[config.mk]
export PLATFORM = sky130hd
export DESIGN_NAME = sha256_msg_sequencer
export DESIGN_NICKNAME = d
export VERILOG_FILES = /design/src/rtl/sha256_pkg.sv /design/src/rtl/sha256_pad_word.sv /design/src/rtl/sha256_msg_sequencer.sv
export SDC_FILE = /design/constraint.sdc
export NUM_CORES = 1
export LEC_CHECK = 0
export CORE_ASPECT_RATIO = 0.9
export CORE_MARGIN = 5
export CORE_UTILIZATION = 25
export CTS_CLUSTER_SIZE = 16
export DETAILED_ROUTE_END_ITERATION = 12
export PLACE_DENSITY = 0.44
export SKIP_LAST_GASP = 1
export SYNTH_ARGS = -nofsm -noshare
export SYNTH_HDL_FRONTEND = slang
export SYNTH_SLANG_ARGS = --single-unit
[constraint.sdc]
create_clock -name clk -period 6.3 [get_ports clk]
set_clock_uncertainty 0.2 [all_clocks]
set_input_delay 0.945 -clock clk [delete_from_list [all_inputs] [get_ports clk]]
set_output_delay 0.945 -clock clk [all_outputs]
set_load 0.02 [all_outputs]
[src/rtl/sha256_pkg.sv]
// Shared constants and state encoding for the SHA-256 message sequencer.
// The IV is kept here so reference code and the design agree on one copy.
package sha256_pkg;

    localparam int          BLOCK_WORDS = 16;
    localparam logic [31:0] PAD_WORD    = 32'h8000_0000;

    typedef enum logic [2:0] {
        IDLE,
        FILL,
        ISSUE,
        FEED,
        WAIT,
        DONE
    } seq_state_t;

    localparam logic [255:0] SHA256_IV = {
        32'h6a09e667, 32'hbb67ae85, 32'h3c6ef372, 32'ha54ff53a,
        32'h510e527f, 32'h9b05688c, 32'h1f83d9ab, 32'h5be0cd19
    };

endpackage

[src/rtl/sha256_pad_word.sv]
// Produces one padded message word from its global word index and the message length.
// Also reports whether that word takes a word from the host.
module sha256_pad_word
    import sha256_pkg::*;
#(
    parameter int LEN_W = 32
) (
    input  logic [LEN_W-1:0] g,
    input  logic [LEN_W-1:0] f,
    input  logic [1:0]       r,
    input  logic             last,
    input  logic [LEN_W-1:0] len,
    input  logic [31:0]      host,
    output logic [31:0]      word,
    output logic             consume
);

    logic [63:0] bit_len;

    assign bit_len = 64'(len) << 3;

    // NOTE: every output gets a default first, so no path can leave one unassigned and infer a latch.
    always_comb begin
        word    = '0;
        consume = 1'b0;
        if (g < f) begin
            word    = host;
            consume = 1'b1;
        end else if (g == f) begin
            consume = (r != 2'd0);
            case (r)
                2'd0:    word = PAD_WORD;
                2'd1:    word = {host[31:24], 8'h80, 16'h0000};
                2'd2:    word = {host[31:16], 8'h80, 8'h00};
                default: word = {host[31:8], 8'h80};
            endcase
        end else if (last && g[3:0] == 4'd14) begin
            word = bit_len[63:32];
        end else if (last && g[3:0] == 4'd15) begin
            word = bit_len[31:0];
        end
    end

endmodule

[src/rtl/sha256_msg_sequencer.sv]
// Pads a host message into 16-word blocks and feeds them to the SHA-256 core.
// The core's hash is latched as the digest once the final block completes.
module sha256_msg_sequencer
    import sha256_pkg::*;
#(
    parameter int LEN_W = 32
) (
    input  logic             clk,
    input  logic             reset_n,
    input  logic             msg_start,
    input  logic [LEN_W-1:0] msg_len_bytes,
    input  logic [31:0]      in_data,
    input  logic             in_valid,
    output logic             in_ready,
    output logic             core_start,
    output logic             core_new_msg_n,
    input  logic             core_word_req,
    output logic [31:0]      core_word,
    output logic             core_word_valid,
    input  logic             core_done,
    input  logic [255:0]     core_hash,
    output logic [255:0]     digest,
    output logic             digest_valid,
    output logic             busy
);

    seq_state_t state, state_next;

    logic [31:0]      blk_buf [BLOCK_WORDS];
    logic [3:0]       k;
    logic [LEN_W-1:0] b, g, len, n_blocks;
    logic [LEN_W-1:0] f, n_start;
    logic [LEN_W:0]   len_pad;
    logic [1:0]       r;
    logic             last_block, start_ok, fill_step, feed_step;
    logic [31:0]      pad_word;
    logic             pad_consume;

    assign f          = {2'b00, len[LEN_W-1:2]};
    assign r          = len[1:0];
    assign last_block = (b == n_blocks - LEN_W'(1));
    assign len_pad    = {1'b0, msg_len_bytes} + (LEN_W+1)'(8);
    assign n_start    = LEN_W'(len_pad >> 6) + LEN_W'(1);
    assign start_ok   = msg_start && (state == IDLE || state == DONE);
    assign fill_step  = (state == FILL) && (!pad_consume || in_valid);
    assign feed_step  = (state == FEED) && core_word_req;

    sha256_pad_word #(.LEN_W(LEN_W)) u_pad (
        .g       (g),
        .f       (f),
        .r       (r),
        .last    (last_block),
        .len     (len),
        .host    (in_data),
        .word    (pad_word),
        .consume (pad_consume)
    );

    always_ff @(posedge clk or negedge reset_n) begin
        if (!reset_n) state <= IDLE;
        else          state <= state_next;
    end

    always_comb begin
        state_next      = state;
        in_ready        = 1'b0;
        core_start      = 1'b0;
        core_new_msg_n  = 1'b1;
        core_word       = '0;
        core_word_valid = 1'b0;
        busy            = 1'b1;
        case (state)
            IDLE, DONE: begin
                busy = 1'b0;
                if (msg_start) state_next = FILL;
            end
            FILL: begin
                in_ready = pad_consume;
                if (fill_step && k == 4'd15) state_next = ISSUE;
            end
            ISSUE: begin
                core_start     = 1'b1;
                core_new_msg_n = (b != '0);
                state_next     = FEED;
            end
            FEED: begin
                core_word       = blk_buf[k];
                core_word_valid = core_word_req;
                if (feed_step && k == 4'd15) state_next = WAIT;
            end
            WAIT: begin
                if (core_done) state_next = last_block ? DONE : FILL;
            end
            default: state_next = IDLE;
        endcase
    end

    always_ff @(posedge clk or negedge reset_n) begin
        if (!reset_n) begin
            len          <= '0;
            n_blocks     <= '0;
            b            <= '0;
            g            <= '0;
            k            <= '0;
            digest       <= '0;
            digest_valid <= 1'b0;
        end else begin
            if (start_ok) begin
                len          <= msg_len_bytes;
                n_blocks     <= n_start;
                b            <= '0;
                g            <= '0;
                k            <= '0;
                digest_valid <= 1'b0;
            end
            if (fill_step) begin
                k <= k + 4'd1;
                g <= g + LEN_W'(1);
            end
            // k wraps to 0 after word 15, ready for the next phase.
            if (feed_step) k <= k + 4'd1;
            if (state == WAIT && core_done) begin
                if (last_block) begin
                    digest       <= core_hash;
                    digest_valid <= 1'b1;
                end else begin
                    b <= b + LEN_W'(1);
                end
            end
        end
    end

    // NOTE: the block buffer has no reset; every word is written in FILL before FEED reads it.
    always_ff @(posedge clk) begin
        if (fill_step) blk_buf[k] <= pad_word;
    end

endmodule

== Yosys cells after proc, flatten, opt, wreduce, memory -nomap -nowiden ==
Memories as Yosys holds them, arrays and structs flattened.
Cells that the tools add are included.

* Register bits after elaboration: 392
* Bits in writable memories: 512
* Bits of input ports: 326
* Output and inout port bits: 294
* Logic and storage cells: 84
* Memories kept: 1

* $add $sub $neg: 6
* $lt $le $gt $ge: 1
* Equal/unequal tests: 16
* Muxes and demuxes: 32
* Reductions and logical operators: 20

{| class="wikitable"
|+ Memories
! memory !! words !! width !! read ports !! clocked after Yosys merged registers in !! wr ports !! line !! text
|-
| blk_buf || 16 || 32 || 1 || 0 || 1 || sha256_msg_sequencer.sv:29 || <nowiki>logic [31:0] blk_buf [BLOCK_WORDS];</nowiki>
|}

{| class="wikitable"
|+ Operators by type and width
! kind !! count
|-
| 32-bit two-way mux || 10
|-
| 32-bit one-hot mux with 3 select lines || 1
|-
| 32-bit by 1-bit adder with 32-bit output (second input constant) || 2
|-
| 32-bit by 4-bit adder with 33-bit output (second input constant) || 1
|-
| 32-bit by 30-bit equality test with 1-bit output || 1
|-
| 32-bit equality test || 1
|-
| 32-bit by 30-bit < comparator with 1-bit output || 1
|-
| 32-bit nonzero test || 1
|-
| 32-bit by 1-bit subtractor with 32-bit output (second input constant) || 1
|-
| 27-bit by 1-bit adder with 28-bit output (second input constant) || 1
|-
| 3-bit two-way mux || 5
|-
| 3-bit one-hot mux with 5 select lines || 1
|-
| 4-bit equality test (second input constant) || 3
|-
| 1-bit two-way mux || 12
|-
| 4-bit two-way mux || 3
|-
| 1-bit logical AND || 8
|-
| 3-bit by 2-bit equality test with 1-bit output (second input constant) || 2
|-
| 3-bit equality test (second input constant) || 2
|-
| 4-bit by 1-bit adder with 4-bit output (second input constant) || 1
|-
| 2-bit by 1-bit != test with 1-bit output (second input constant) || 2
|-
| 2-bit != test (second input constant) || 2
|-
| 4-bit AND reduction || 1
|-
| 2-bit nonzero test || 2
|-
| 3-bit by 1-bit equality test with 1-bit output (second input constant) || 1
|-
| other kinds (9) || 10
|}

== Logic depth before layout (Yosys ltp) ==
* Word-level depth: 9
* Depth in mapped cells: 14

== Modules after synthesis ==
A second synthesis with hierarchy kept.

* Cell total of the unflattened synthesis: 2489
* Area, all modules: 39404.0 um^2

{| class="wikitable"
|+ By module, submodules not included
! module !! times used !! cells an instance !! area an instance (um^2)
|-
| sha256_msg_sequencer || 1 || 2302 || 38052.7
|-
| sha256_pad_word || 1 || 187 || 1351.3
|}

== Least setup slack after synthesis ==
Ideal clock, no wire load.

* Path kind: reg-to-reg
* From: reg g[11]
* To: mem blk_buf[0][0], enable pin
* Setup time: 461 ps
* Data arrival time: 4572 ps
* Path slack: 1067 ps
* Cell stages (with the launch flop): 11
* Buffers on the path: 1
* Period minus slack after synthesis: 5233 ps
* Cell sequence: dfrtp_1 -> ha_1 -> nand4_1 -> nor3_1 -> a21bo_2 -> o211ai_1 -> a21oi_1 -> a21oi_1 -> clkbuf_1 -> nand2_1 -> nor3_1

* Longest elaborated chain between the ends: 8
* Elaborated cells on any way between the ends: 9
* Classes of those cells: 1 x order compare; 1 x eq/ne; 4 x mux; 3 x reduce/logical

{| class="wikitable"
|+ Ends and longest elaborated chain
! what !! line !! text
|-
| from (decl) || sha256_msg_sequencer.sv:31 || <nowiki>logic [LEN_W-1:0] b, g, len, n_blocks;</nowiki>
|-
| from (signal assigned) || sha256_msg_sequencer.sv:118 || <nowiki>g <= g + LEN_W'(1);</nowiki>
|-
| branches (longest 2 deep; another with 32-bit by 30-bit < comparator with 1-bit output) || -- ||
|-
| 1-bit two-way mux (*) || sha256_pad_word.sv:26 || <nowiki>if (g < f) begin</nowiki>
|-
| 1-bit logical NOT (*) || sha256_msg_sequencer.sv:45 || <nowiki>assign fill_step = (state == FILL) && (!pad_consume || in_valid);</nowiki>
|-
| 1-bit logical OR (*) || sha256_msg_sequencer.sv:45 ||
|-
| 1-bit logical AND (*) || sha256_msg_sequencer.sv:45 ||
|-
| 1-bit two-way mux (*) || sha256_msg_sequencer.sv:135 || <nowiki>if (fill_step) blk_buf[k] <= pad_word;</nowiki>
|-
| 1-bit two-way mux (not written as such) (*) || sha256_msg_sequencer.sv:135 ||
|-
| to (decl) || sha256_msg_sequencer.sv:29 ||
|}

Mark *: on every way between the ends.

== Worst setup path after layout ==
* From: reg k[0]
* To: out core_word[19]

* Longest elaborated chain between the ends: 2

{| class="wikitable"
|+ Ends and longest elaborated chain
! what !! line !! text
|-
| from (decl) || sha256_msg_sequencer.sv:30 || <nowiki>logic [3:0] k;</nowiki>
|-
| from (signal assigned) || sha256_msg_sequencer.sv:117 || <nowiki>k <= k + 4'd1;</nowiki>
|-
| from (signal assigned) || sha256_msg_sequencer.sv:121 || <nowiki>if (feed_step) k <= k + 4'd1;</nowiki>
|-
| memory read 16 x 32 bit || -- ||
|-
| 32-bit two-way mux || sha256_msg_sequencer.sv:72 || <nowiki>case (state)</nowiki>
|-
| to (decl) || sha256_msg_sequencer.sv:18 || <nowiki>output logic [31:0] core_word,</nowiki>
|}

Every way passes these cells.

==> flow_summary.ini <==
[placement]
placed_cell_area_mm2 = 0.0467
io_buffer_count = 619
gp_congestion = 0.756
dp_hpwl_um = 82800

[setup_path]
path_cells = buf_4 > mux4_2 > mux4_2 > nor2b_1 > clkdlybuf4s50_1
worstPathMaxFanout = 42
rrSetupSlack_ns = 1.07
reg2reg_from = n_blocks[2]
setup.worst_path.start_class = flip-flop
crit_path_end_kind = output pin
crit_cells = 5
endpoint = core_word[19]
r2r_end = blk_buf[0][29]
startpoint = k[0]
cpLargestDelayFamily = buffers and inverters
cp_common_cell = mux4_2
cp.arrival_ns = 4.12
r2r_cells = 11
crit_required_ns = 5.15
worst_path_largest_cell_delay_ns = 0.98
critPathSlowestCell = dfrtp_4
cp_num_buf_inv = 2
worstSetupPathType = reg2out

[pwr]
p_leak_nw = 18.7
power.density_mw_per_mm2 = 352
irDropWorstVdd_v = 0.000232

[clock_network]
post_cts_resized = 0
clk_path_buf_depth = 3
postCtsSetupBuffers = 0
clk_pin_slew_ns = 0.06
htreeDepth = 3
cts_tree = built
root_buffer = clkbuf_16
cts_hold_buf = 0
cts_made_buffers = 103
clock_latency_ns = 0.70
numClockSinks = 900

[timing]
max_freq_mhz = 190
period_needed_ns = 5.26
setup_tns_ns = 0
relSlewSlack = 0.211
finalCritPeriodShare = 0.835
setup_viol = 0
hold_viol_final = 0
maxSlewViolCount = 0
rsz0062_at_grt = no
worst_slew_pin_slew_ns = 1.17

[cells_and_area]
fillCellCount = 14776
layout.nets = 3383
final_area_mm2 = 0.0502
layout-drive-gt1-share = 0.221
areaGrowthSynthToFinish_pct = 32.7

[grt]
grt_pass1_wl_um = 175000
antenna_found_initial = 11
grt_max_degree = 120
overflow = 0
grt_usage = 0.149
grt_pass1_vias = 24560

[min_path]
hold_class = in2async

[floorplan]
io_pins = 620
die_area_mm2 = 0.159
die_w_um = 420
start_util = 0.251
core_area_mm2 = 0.150
fp.dieH_um = 379
rows = 135

[logic_synthesis]
synth_commonest_cells = edfxtp_1, dfrtp_1, mux2_2, nand2_1, mux4_2
async_flop_share = 0.431
syn-instance-count = 2362
synth_area_mm2 = 0.0378
synth_most_common_cell = edfxtp_1
ys_ff_latch = 900
ys_top_cells_by_area = edfxtp_1, dfrtp_1, mux4_2, mux2_2, nand2_1
synth_top_area_share = 0.407
synth_ff_type = edfxtp_1
yosys_warnings = 0
synth-edff-count = 512
syn_area_per_cell_um2 = 16.0
synth_area_leader_cell = edfxtp_1
ys_seq_area_frac = 0.663
synth_cell_types = 71
synth_nets = 2728

[detailed_routing]
drtIter0Drc = 1409
drt-pass1-iter-count = 5
drc = 0
drt-total-wl_um = 121000
num_vias = 22791
ant_nets = 0
vias_per_cell = 4.47
wl_per_cell_um = 23.7

[run_status]
outcome = complete, no violations

[job]
maxCapViolCount = 0
-- cells by family after synthesis --
group,count (synthesis),share of synthesized area
flip-flops,900,0.663
AND/OR/NAND/NOR,483,0.0650
multiplexers,460,0.183
AO/OA/AOI/OAI,238,0.0412
buffers and inverters,180,0.0196
XOR/XNOR,61,0.0141
adder cells (fa/ha/maj),40,0.0132
-- flip-flops by register name, indices dropped and copies added, names as in the netlist --
name and flops:
b 32, g 32, len 32, digest_valid 1, k 4, blk_buf 512
digest 256, n_blocks 28, state 3
-- worst min path at each step --
stage	startpoint	endpoint	slack, ns	cells after the start
2_1_floorplan	g[10]	g[10]	0.27	1
3_3_place_gp	digest_valid	digest_valid	0.26	1
3_5_place_dp	digest_valid	digest_valid	0.28	1
4_1_cts	reset_n	digest[164]	0.08	1
5_1_grt	reset_n	digest[164]	0.15	1
6_report	reset_n	digest[166]	0.11	1
-- per-stage QoR --
step	worst slack, ns	instances	util	power [mW]	hold slack [ns]
6_report	1.04	5093	0.334	17.7	0.106
5_1_grt	0.746	5091	0.334	18.6	0.145
4_1_cts	0.870	5091	0.334	18.0	0.0811
3_5_place_dp	1.10	4898	0.311	11.9	0.278
3_3_place_gp	1.15	4898	0.311	11.9	0.263
2_1_floorplan	1.07	2362	-	10.1	0.266
-- power breakdown --
group / internal (mW) / total (mW) / leakage (nW) / switching [mW]
sequential: 6.96 / 7.56 / 9.93 / 0.608
clock: 3.53 / 6.02 / 1.68 / 2.49
combinational: 1.90 / 4.07 / 7.09 / 2.17
total: 12.4 / 17.7 / 18.7 / 5.27
-- worst register-to-register path: cells and delay by family, from the launching register on --
kind | cells | cell delay [ns]
simple gates | 6 | 2.59
flops | 1 | 0.48
compound gates | 2 | 0.81
buf+inv | 2 | 0.68
xor+xnor | 1 | 0.20
-- cells in the final DEF (no fill, tap or decap), types with 36 or more instances in the layout --
cell,count
inv_1,56
nor3_1,40
ha_1,40
o21ai_0,96
buf_4,38
nor2b_1,43
clkdlybuf4s50_1,618
nor2_1,44
nand3_1,50
mux2i_1,40
mux2_2,259
clkbuf_16,104
mux4_2,160
edfxtp_1,512
nand2_1,168
clkbuf_1,36
dfrtp_1,384
-- cell type report --
| type | instances | area, um^2 | share of cell area |
|---|---|---|---|
| Antenna cell | 2 | 5.00 | 0.0000998 |
| Clock buffer | 159 | 3000 | 0.0598 |
| Clock inverter | 34 | 415 | 0.00828 |
| Inverter | 56 | 210 | 0.00419 |
| Multi-Input combinational cell | 1282 | 12100 | 0.242 |
| Sequential cell | 900 | 25100 | 0.500 |
| Tap cell | 1986 | 2480 | 0.0495 |
| Timing Repair Buffer | 674 | 6830 | 0.136 |
-- layer usage --
| metal | share of wire | wire length, um | up-vias | global-route usage |
|---|---|---|---|---|
| li1 | - | - | 10376 | - |
| met4 | 0.029 | 3540 | 10 | 0.0473 |
| met3 | 0.067 | 8090 | 153 | 0.0443 |
| met5 | 0.00049 | 59 | - | 0 |
| met1 | 0.39 | 47100 | 11678 | 0.174 |
| met2 | 0.51 | 62000 | 574 | 0.264 |
No activity file was read; power rests on OpenSTA's default activity.
